$ cat src/rtl/tt_input_conditioner_if.sv
// tt_input_conditioner_if
//   Bundles the conditioner's input channels and its conditioned outputs.
//   master : drives ena/din/invert, observes dout/rise/fall/changed
//   slave  : the conditioner itself
//   Ports carried:
//     ena     - filter enable (1 bit)
//     din     - raw asynchronous inputs (WIDTH)
//     invert  - per-channel polarity select, 1 = invert (WIDTH)
//     dout    - debounced level (WIDTH)
//     rise    - one-cycle 0->1 pulse per channel (WIDTH)
//     fall    - one-cycle 1->0 pulse per channel (WIDTH)
//     changed - OR of all rise/fall bits (1 bit)
interface tt_input_conditioner_if #(
  parameter int WIDTH = 8
);
  logic             ena;
  logic [WIDTH-1:0] din;
  logic [WIDTH-1:0] invert;
  logic [WIDTH-1:0] dout;
  logic [WIDTH-1:0] rise;
  logic [WIDTH-1:0] fall;
  logic             changed;

  modport master (
    output ena, din, invert,
    input  dout, rise, fall, changed
  );

  modport slave (
    input  ena, din, invert,
    output dout, rise, fall, changed
  );
endinterface

$ cat src/rtl/tt_input_conditioner.sv
// tt_input_conditioner
//   WIDTH independent channels, each: synchroniser -> optional inversion ->
//   debounce filter -> registered level plus rise/fall edge pulses.
//   Ports:
//     clk   - system clock
//     rst_n - asynchronous active-low reset, clears every flop
//     bus   - tt_input_conditioner_if.slave (ena, din, invert in;
//             dout, rise, fall, changed out)
module tt_input_conditioner #(
  parameter int WIDTH       = 8,
  parameter int SYNC_STAGES = 2,
  parameter int DB_COUNT    = 4
) (
  input  logic                   clk,
  input  logic                   rst_n,
  tt_input_conditioner_if.slave  bus
);

  localparam int CNT_W = $clog2(DB_COUNT + 1);
  localparam logic [CNT_W-1:0] CNT_MAX = CNT_W'(DB_COUNT - 1);

  logic [SYNC_STAGES-1:0][WIDTH-1:0] sync_q, sync_d;
  logic [WIDTH-1:0] sample;
  logic [WIDTH-1:0] dout_q, dout_d;
  logic [WIDTH-1:0] rise_q, rise_d;
  logic [WIDTH-1:0] fall_q, fall_d;
  logic             changed_q, changed_d;

  // Stage 0 captures din; the chain shifts every edge, independent of ena.
  assign sync_d = {sync_q[SYNC_STAGES-2:0], bus.din};

  // Inversion sits after the synchroniser, so a change of invert looks like
  // an input change and goes through the same debounce.
  assign sample = sync_q[SYNC_STAGES-1] ^ bus.invert;

  generate
    for (genvar gi = 0; gi < WIDTH; gi++) begin : g_ch
      logic [CNT_W-1:0] cnt_q, cnt_d;
      logic             lvl_d;
      logic             rise_ch_d;
      logic             fall_ch_d;

      always_comb begin
        cnt_d     = cnt_q;
        lvl_d     = dout_q[gi];
        rise_ch_d = 1'b0;
        fall_ch_d = 1'b0;
        if (bus.ena) begin
          if (sample[gi] == dout_q[gi]) begin
            // Any agreeing sample throws away partial progress.
            cnt_d = '0;
          end else if (cnt_q == CNT_MAX) begin
            lvl_d     = sample[gi];
            cnt_d     = '0;
            rise_ch_d = sample[gi];
            fall_ch_d = ~sample[gi];
          end else begin
            cnt_d = cnt_q + CNT_W'(1);
          end
        end
      end

      always_ff @(posedge clk or negedge rst_n) begin
        if (!rst_n) begin
          cnt_q <= '0;
        end else begin
          cnt_q <= cnt_d;
        end
      end

      assign dout_d[gi] = lvl_d;
      assign rise_d[gi] = rise_ch_d;
      assign fall_d[gi] = fall_ch_d;
    end
  endgenerate

  assign changed_d = |(rise_d | fall_d);

  always_ff @(posedge clk or negedge rst_n) begin
    if (!rst_n) begin
      sync_q    <= '0;
      dout_q    <= '0;
      rise_q    <= '0;
      fall_q    <= '0;
      changed_q <= 1'b0;
    end else begin
      sync_q    <= sync_d;
      dout_q    <= dout_d;
      rise_q    <= rise_d;
      fall_q    <= fall_d;
      changed_q <= changed_d;
    end
  end

  assign bus.dout    = dout_q;
  assign bus.rise    = rise_q;
  assign bus.fall    = fall_q;
  assign bus.changed = changed_q;

endmodule

$ cat src/flat_wrapper.sv
// flat-port wrapper written by rule: the top's interface ports become plain ports
module tt_input_conditioner_flat 
#(
  parameter int WIDTH       = 8,
  parameter int SYNC_STAGES = 2,
  parameter int DB_COUNT    = 4
)
  (clk, rst_n, bus_ena, bus_din, bus_invert, bus_dout, bus_rise, bus_fall, bus_changed);
  tt_input_conditioner_if #(.WIDTH(WIDTH)) bus_i ();
  input  logic clk;
  input  logic rst_n;
  input wire logic [$bits(bus_i.ena)-1:0] bus_ena;
  input wire logic [$bits(bus_i.din)-1:0] bus_din;
  input wire logic [$bits(bus_i.invert)-1:0] bus_invert;
  output wire logic [$bits(bus_i.dout)-1:0] bus_dout;
  output wire logic [$bits(bus_i.rise)-1:0] bus_rise;
  output wire logic [$bits(bus_i.fall)-1:0] bus_fall;
  output wire logic [$bits(bus_i.changed)-1:0] bus_changed;
  assign bus_i.ena = bus_ena;
  assign bus_i.din = bus_din;
  assign bus_i.invert = bus_invert;
  assign bus_dout = bus_i.dout;
  assign bus_rise = bus_i.rise;
  assign bus_fall = bus_i.fall;
  assign bus_changed = bus_i.changed;
  tt_input_conditioner #(.WIDTH(WIDTH), .SYNC_STAGES(SYNC_STAGES), .DB_COUNT(DB_COUNT)) u_core (.clk(clk), .rst_n(rst_n), .bus(bus_i));
endmodule
$ cat config.mk
export PLATFORM = sky130hd
export DESIGN_NAME = tt_input_conditioner_flat
export DESIGN_NICKNAME = d
export VERILOG_FILES = /design/src/rtl/tt_input_conditioner_if.sv /design/src/rtl/tt_input_conditioner.sv /design/src/flat_wrapper.sv
export SDC_FILE = /design/constraint.sdc
export NUM_CORES = 1
export LEC_CHECK = 0
export ABC_AREA = 1
export BUFFER_PORTS_ARGS = -buffer_cell sky130_fd_sc_hd__buf_2
export CAP_MARGIN = 20
export CORE_MARGIN = 10
export CORE_UTILIZATION = 50
export CTS_CLUSTER_SIZE = 25
export DETAILED_ROUTE_END_ITERATION = 10
export GPL_ROUTABILITY_DRIVEN = 0
export HOLD_SLACK_MARGIN = 0.03
export PLACE_DENSITY = 0.77
export RECOVER_POWER = 100
export SYNTH_ARGS = -nofsm -noshare
export SYNTH_HDL_FRONTEND = slang
export SYNTH_SLANG_ARGS = --single-unit
$ cat constraint.sdc
create_clock -name clk -period 2.63 [get_ports clk]
set_input_delay 0.1315 -clock clk [delete_from_list [all_inputs] [get_ports clk]]
set_output_delay 0.1315 -clock clk [all_outputs]
set_load 0.01 [all_outputs]
==> Word-level counts from Yosys, hierarchy flattened <==
Index checks and enable logic that the tools add are counted.
{ "totals": {"regBits": 65, "inputBits": 19, "out_inout_bits": 25} }
{ "op_classes": {"addsub": 8, "n_eq_ne": 16, "mux": 64, "bitwise": 18, "reduce_logical": 9} }
{ "op_table": {"columns": ["operator", "n"], "rows": [
  ["$mux W1", 48],
  ["$mux W3", 16],
  ["$add A3 B1 Y3 const B", 8],
  ["$eq A3 B2 Y1 const B", 8],
  ["$reduce_and A3 Y1", 8],
  ["$not A1 Y1", 16],
  ["$eq A1 B1 Y1", 8],
  ["$or A8 B8 Y8", 1],
  ["$reduce_or A8 Y1", 1],
  ["$xor A8 B8 Y8", 1]
]} }

==> Depth between registers and ports, before layout <==
Gate-level depths: netlist (run 1).
{ "depth": {"word_depth": 7, "ltp_mapped": 9, "mapped_depth_nobuf": 9} }

==> Least setup slack after synthesis (run 1) <==
OpenSTA, ideal clock, no wires.
{ "synth_timing": {"kind": "register to register", "start": "register u_core.g_ch[4].cnt_q[0]", "end": "register u_core.changed_q (netlist: u_core.bus.changed)", "setup_time_ns": 0.119, "arrival_ns": 1.071, "required_ns": 2.511, "path_slack_ns": 1.440, "stages_incl_launch_ff": 10, "path_buffers": 0, "cell_sequence": "dfrtp_1 > ha_1 > inv_1 > nor2_2 > nand2_4 > nor2_4 > nor2_1 > nand2_1 > nor2_1 > nand2_1"} }
{ "synth_between": {"elab_chain_len": 6, "elab_cells_between_ends": 9, "cone_classes": "1 x eq/ne; 6 x mux; 1 x bitwise; 1 x reduce/logical"} }
{ "synth_rtl": {"columns": ["item", "line", "text"], "rows": [
  ["from (decl)", "tt_input_conditioner.sv:38", "logic [CNT_W-1:0] cnt_q, cnt_d;"],
  ["from (signal assigned)", "tt_input_conditioner.sv:67", "cnt_q <= cnt_d;"],
  ["$eq A3 B2 Y1", "tt_input_conditioner.sv:52", "end else if (cnt_q == CNT_MAX) begin"],
  ["$mux W1", "tt_input_conditioner.sv:52", null],
  ["$mux W1", "tt_input_conditioner.sv:49", "if (sample[gi] == dout_q[gi]) begin"],
  ["$mux W1", "tt_input_conditioner.sv:48", "if (bus.ena) begin"],
  ["net u_core.g_ch[4].rise_ch_d", "tt_input_conditioner.sv:40", "logic rise_ch_d;"],
  ["$or A8 B8 Y8", "tt_input_conditioner.sv:77", "assign changed_d = |(rise_d | fall_d);"],
  ["$reduce_or A8 Y1", "tt_input_conditioner.sv:77", null],
  ["net u_core.changed_d", "tt_input_conditioner.sv:27", "logic changed_q, changed_d;"],
  ["to (signal assigned)", "tt_input_conditioner.sv:91", "changed_q <= changed_d;"],
  ["to (decl)", "tt_input_conditioner.sv:27", null]
]} }
The timed path passes the listed nets, and every way through them passes these cells.
A chain may end at the register's enable or synchronous reset.

==> results of run 1 <==
==> worst max-delay path, cell delays in order <==
cell	delay (ns)
dlygate4sd3_1	0.52
buf_2	0.59
clkbuf_1	0.70
==> report_power, final <==
| group | switching [uW] | internal, uW | total (uW) |
|---|---|---|---|
| registers | 146 | 1190 | 1340 |
| clock network | 390 | 629 | 1020 |
| logic | 455 | 276 | 732 |
| total | 991 | 2100 | 3090 |
==> state kept, by name (all words and copies together) (netlist names) <==
name / flops
u_core.bus.changed: 1
u_core.bus.dout: 8
u_core.bus.fall: 8
u_core.bus.rise: 8
u_core.g_ch.cnt_q: 24
u_core.sync_d: 8
u_core.sync_q: 8
==> worst paths after layout <==
kind                                    startpoint            endpoint  slack (ns)  depth (start not counted)
min in group asynchronous                    rst_n   u_core.sync_d[12]        0.40                          2
min                                  bus_invert[7]  u_core.bus.rise[7]         0.1                          3
max                                          rst_n  u_core.bus.rise[0]        1.01                          3
max reg2reg                u_core.g_ch[7].cnt_q[0]  u_core.bus.dout[7]        1.25                          6
min reg2reg                       u_core.sync_d[8]    u_core.sync_q[8]        0.35                          0
max in group clk                           bus_ena  u_core.bus.dout[2]        1.01                          4
==> cells in the final DEF (no fill, tap or decap), types with 3 or more instances in the layout <==
master and instances:
ha_1 8, nand2_2 14, buf_2 17, inv_1 33, dfrtp_1 65, o21ai_0 9, nand2_4 5, nand2_1 69
clkbuf_8 9, a21oi_1 9, dlygate4sd3_1 9, nand3_2 9, nor2_4 4, nand3_1 25, a21boi_0 8, inv_2 10
bufinv_16 3, nor2_1 20, clkbuf_1 28
==> repair_timing <==
item / 4_1_cts / 5_1_grt
hold endpoints to repair: 41 / 0
setup buffers: 0 / 0
hold buffers: 9 / 0
==> stage by stage <==
step | setup slack (ns) | area, um^2
global placement | 1.38 | 3210
detailed placement | 1.33 | 3210
CTS | 1.33 | 3540
global route | 0.718 | 3410
finish | 1.01 | 3410
floorplan | 1.44 | 2910
==> cell families after synthesis <==
group	after synthesis
and+or+nand+nor	147
DFF	65
buffers and inverters	47
AOI/OAI and AO/OA	28
adders and majority gates	8
==> cell type report <==
type / count / area [um^2] / share of cell area
multi-input combinational: 183 / 1010 / 0.296
sequential: 65 / 1630 / 0.477
clock buffer: 9 / 124 / 0.0363
timing repair buffer: 54 / 280 / 0.0822
clock inverter: 7 / 119 / 0.0348
inverter: 43 / 161 / 0.0473
tap: 72 / 90.1 / 0.0264
==> metal layers <==
| layer | global-route usage | vias to the layer above |
|---|---|---|
| met5 | 0 | - |
| met4 | 0.0678 | 0 |
| met3 | 0.0397 | 12 |
| met2 | 0.203 | 47 |
| met1 | 0.138 | 1005 |
| li1 | - | 1044 |
==> impl_metrics.env, run 1 <==
export IMPL_muxShareOfSynthArea=0
export IMPL_hold_violations=0
export IMPL_synth_compound_area_frac=0.0606
export IMPL_antenna_left=0
export IMPL_dieArea_um2=9280
export IMPL_syn_num_nets=322
export IMPL_synth_top_area_frac=0.559
export IMPL_yosysWarnings=0
export IMPL_numPortBuffers=43
export IMPL_route_top_layer_used="met4"
export IMPL_tightest_slew_ns=1.29
export IMPL_grt_pass1_wl_mm=8.98
export IMPL_hp_class="in2reg"
export IMPL_first_pass_iters=4
export IMPL_wl_met1_mm=2.31
export IMPL_synth_edf_count=0
export IMPL_finalPower_uw=3090
export IMPL_syn_inst=295
export IMPL_synth_top_family_by_area="simple AND/OR/NAND/NOR gates"
export IMPL_fp_dieH_um=96.3
export IMPL_insertion_delay_ns=0.34
export IMPL_grt_ovfl_total=0
export IMPL_cts_root_buf="clkbuf_8"
export IMPL_leakage_uw=0.00182
export IMPL_synth_top_cell_by_area="dfrtp_1"
export IMPL_slew_headroom=0.141
export IMPL_syn_area_um2=2910
export IMPL_synth_async_reset_ratio=1.00
export IMPL_nNetsFinal=383
export IMPL_fmax_mhz=618
export IMPL_arrival_ns=1.98
export IMPL_yosys_top_cells_count="nand2_1 (69), dfrtp_1 (65), inv_1 (33)"
export IMPL_ys_seq_area_frac=0.559
export IMPL_cellPowerDensity_nw_per_um2=906
export IMPL_clk_pin_slew_worst_paths_ns=0.07
export IMPL_wl_per_cell_um=12.4
export IMPL_synth_cell_types=23
export IMPL_dpl_cell_count=408
export IMPL_drtIter0Drc=112
export IMPL_finalSetupViolations=0
export IMPL_dr_wl_met2_mm=2.61
export IMPL_diodes=0
export IMPL_antenna_found_initial=0
export IMPL_synth_xor_area_frac=0
export IMPL_grt_max_degree=36
export IMPL_cap_viol_max_count=0
export IMPL_critPathCaptureType="asynchronous set/reset pin"
export IMPL_required_ns=2.99
export IMPL_grt_pass1_vias=2128
export IMPL_min_period_ns=1.62
export IMPL_grt_util_all_layers=0.123
export IMPL_initial_core_util=0.522
export IMPL_synth_top_cells_by_area="dfrtp_1 (56%), nand2_1 (8.9%), inv_1 (4.3%)"
export IMPL_synth_simple_area_share=0.282
export IMPL_core_um2=5570
export IMPL_clock_sinks=65
export IMPL_syn_to_final_growth_pct=17.1
export IMPL_cts_tree="done"
export IMPL_synthAdderAreaFrac=0.0344
export IMPL_outcome="completed"
export IMPL_wirelength_mm=5.37
export IMPL_cts_buffers=9
export IMPL_fin_cells=433
export IMPL_drcViolationCount=0
export IMPL_syn_avg_cell_area_um2=9.87
export IMPL_start_kind="input pin"
export IMPL_worst_path_max_fanout=35
export IMPL_clockBufferDepth=2
export IMPL_cts_resized=0
export IMPL_min_period_over_period=0.615
export IMPL_ir_worst_vdd_mv=0.519
export IMPL_die_x_um=96.3
export IMPL_cts_htree_levels=3
export IMPL_yosysMostFrequentCell="nand2_1"
export IMPL_path_class="in2async"
export IMPL_finClkSkew_ns=0.00992
export IMPL_via_per_inst=4.87
export IMPL_rows=27
export IMPL_hpwl_mm=3.86
export IMPL_n_fill_cell=492
export IMPL_final_util=0.612
export IMPL_io_pins=44
export IMPL_vias=2108
export IMPL_met3WireLength_um=352
export IMPL_synth_ff_type="dfrtp_1"
export IMPL_ys_ff_latch=65
export IMPL_fin_hold_ws_ns=0.0965
export IMPL_slew_violations=0
export IMPL_setup_tns_ns=0
export IMPL_rsz0062_at_grt="false"
export IMPL_drive_above_1_share=0.213
Power figures use the tool's default switching activity.
==> inputs of run 2 (changes only) <==
==> constraint.sdc (replaced) <==
create_clock -name clk -period 1.6 [get_ports clk]
set_input_delay 0.08 -clock clk [delete_from_list [all_inputs] [get_ports clk]]
set_output_delay 0.08 -clock clk [all_outputs]
set_load 0.01 [all_outputs]
==> run 2 against run 1 <==
Compared with the run above: worst hold slack worse by 0.050 ns; clock power is 24% higher; combinational power is 57% higher; critical path type is now reg2reg; non-clock buffer count stayed put; largest power group unchanged.
==> impl_metrics.env, run 2 (synthesized netlist as in run 1, its figures left out) <==
export IMPL_slew_headroom=0.442
export IMPL_cp_cell_sequence="ha_1, inv_1, nor2_1, nand2_4, nor2_1, nor2_1, nand2_1, nor2_1, nand2_1"
export IMPL_cts_tree="done"
export IMPL_worst_slack_ns=0.284
export IMPL_numPortBuffers=43
export IMPL_min_period_ns=1.32
export IMPL_largest_reg_flops=24
export IMPL_cts_resized=0
export IMPL_ir_worst_vdd_mv=0.877
export IMPL_cts_root_buf="clkbuf_8"
export IMPL_finalSetupViolations=0
export IMPL_hp_class="in2reg"
export IMPL_drcViolationCount=0
export IMPL_fmax_mhz=760
export IMPL_cp_slowest_stage_delay_ns=0.36
export IMPL_first_pass_iters=4
export IMPL_layout_common_cells="nand2_1 (78), dfrtp_1 (65), inv_1 (33), clkbuf_1 (26), nand3_1 (25)"
export IMPL_diodes=0
export IMPL_required_ns=1.88
export IMPL_critPathCaptureType="flip-flop"
export IMPL_setup_tns_ns=0
export IMPL_cts_buffers=9
export IMPL_grt_max_degree=66
export IMPL_cts_htree_levels=3
export IMPL_wl_per_cell_um=12.0
export IMPL_antenna_left=0
export IMPL_rsz0062_at_grt="false"
export IMPL_top_register="u_core.g_ch.cnt_q"
export IMPL_r2r_slack_ns=0.28
export IMPL_grt_pass1_vias=2196
export IMPL_placed_cell_area_um2=3230
export IMPL_clock_sinks=65
export IMPL_hold_violations=0
export IMPL_path_class="reg2reg"
export IMPL_arrival_ns=1.60
export IMPL_worst_path_max_fanout=3
export IMPL_crit_slowest_cell="dfrtp_1"
export IMPL_drtIter0Drc=58
export IMPL_cellPowerDensity_nw_per_um2=1380
export IMPL_start_kind="flip-flop"
export IMPL_hpwl_mm=3.76
export IMPL_outcome="completed"
export IMPL_finClkSkew_ns=0.00743
export IMPL_n_fill_cell=507
export IMPL_postCtsSetupRepairBufs=0
export IMPL_grt_util_all_layers=0.125
export IMPL_io_pins=44
export IMPL_antenna_found_initial=0
export IMPL_syn_to_final_growth_pct=14.5
export IMPL_initial_core_util=0.522
export IMPL_clockBufferDepth=2
export IMPL_grt_pass1_wl_mm=9.08
export IMPL_via_per_inst=4.84
export IMPL_final_area_um2=3330
export IMPL_multi_input_area_um2=972
export IMPL_grt_ovfl_total=0
export IMPL_slew_violations=0
export IMPL_post_place_ws_ns=0.308
export IMPL_fp_dieH_um=96.3
export IMPL_tightest_slew_ns=0.836
export IMPL_leakage_uw=0.00180
export IMPL_crit_top_cell="nor2_1"
export IMPL_cap_viol_max_count=0
export IMPL_insertion_delay_ns=0.34
export IMPL_dieArea_um2=9280
export IMPL_nNetsFinal=383
export IMPL_drive_above_1_share=0.189
export IMPL_final_common_cell="nand2_1"
export IMPL_rows=27
export IMPL_clk_pin_slew_worst_paths_ns=0.07
export IMPL_core_um2=5570
export IMPL_seq_area_um2=1630
export IMPL_die_x_um=96.3
export IMPL_min_period_over_period=0.823
export IMPL_wirelength_mm=5.20
export IMPL_vias=2093
==> run 2: cell types whose count changed in the layout (fill, tap and decap cells not counted), sizes merged <==
cell,delta
clkinv,-1
buf,+2
clkinvlp,-1
bufinv,-3
clkbuf,+2
==> run 2: layer usage <==
| metal | vias to the layer above | wire (um) | share of wire | global-route usage |
|---|---|---|---|---|
| li1 | 1042 | - | - | - |
| met2 | 37 | 2560 | 0.49 | 0.211 |
| met1 | 1004 | 2210 | 0.43 | 0.136 |
| met5 | - | 0 | 0 | 0 |
| met4 | 0 | 117 | 0.023 | 0.0702 |
| met3 | 10 | 310 | 0.060 | 0.0389 |
==> run 2: cell type report <==
| type | instances | area share |
|---|---|---|
| repair buffers | 54 | 0.0905 |
| clock inverters | 2 | 0.00375 |
| flip-flops and latches | 65 | 0.488 |
| well taps | 72 | 0.0270 |
| inverters | 43 | 0.0484 |
| clock buffers | 13 | 0.0507 |
| multi-input cells | 183 | 0.292 |
==> run 2: power breakdown <==
part	switching, uW	internal, uW	leakage, uW
combinational	714	439	0.000886
sequential	226	1960	0.000827
clock	583	678	0.0000915
==> run 2: final timing paths <==
kind,startpoint,to,cells past startpoint
min reg2reg,u_core.sync_d[8],u_core.sync_q[8],0
min,bus_invert[0],u_core.bus.rise[0],3
max in group asynchronous,rst_n,u_core.bus.rise[1],3
min in group asynchronous,rst_n,u_core.sync_q[15],3
max,u_core.g_ch[4].cnt_q[0],u_core.bus.changed,9
max reg2reg,u_core.g_ch[4].cnt_q[0],u_core.bus.changed,9
==> run 2: per-stage QoR <==
step | hold WS [ns] | total power (uW) | cells | util
after global placement | 0.116 | 3460 | 408 | 0.580
after global routing | 0.0439 | 4950 | 432 | 0.598
after floorplan | -0.216 | 3140 | 295 | -
after CTS | 0.0316 | 4840 | 432 | 0.629
final | 0.0460 | 4600 | 432 | 0.598
after detailed placement | 0.119 | 3540 | 408 | 0.580
==> run 2: worst max-delay path, delay by kind of cell (launching register included) <==
family | cells | cell delay [ns]
adder cells (fa/ha/maj) | 1 | 0.16
AND/OR/NAND/NOR | 7 | 0.70
buffers and inverters | 1 | 0.05
flip-flops | 1 | 0.36
==> run 2: repair_timing <==
| item | 4_1_cts | 5_1_grt |
|---|---|---|
| endpoints found under the setup margin | 0 | 0 |
| hold endpoints to repair | 73 | 0 |
| hold buffers | 9 | 0 |
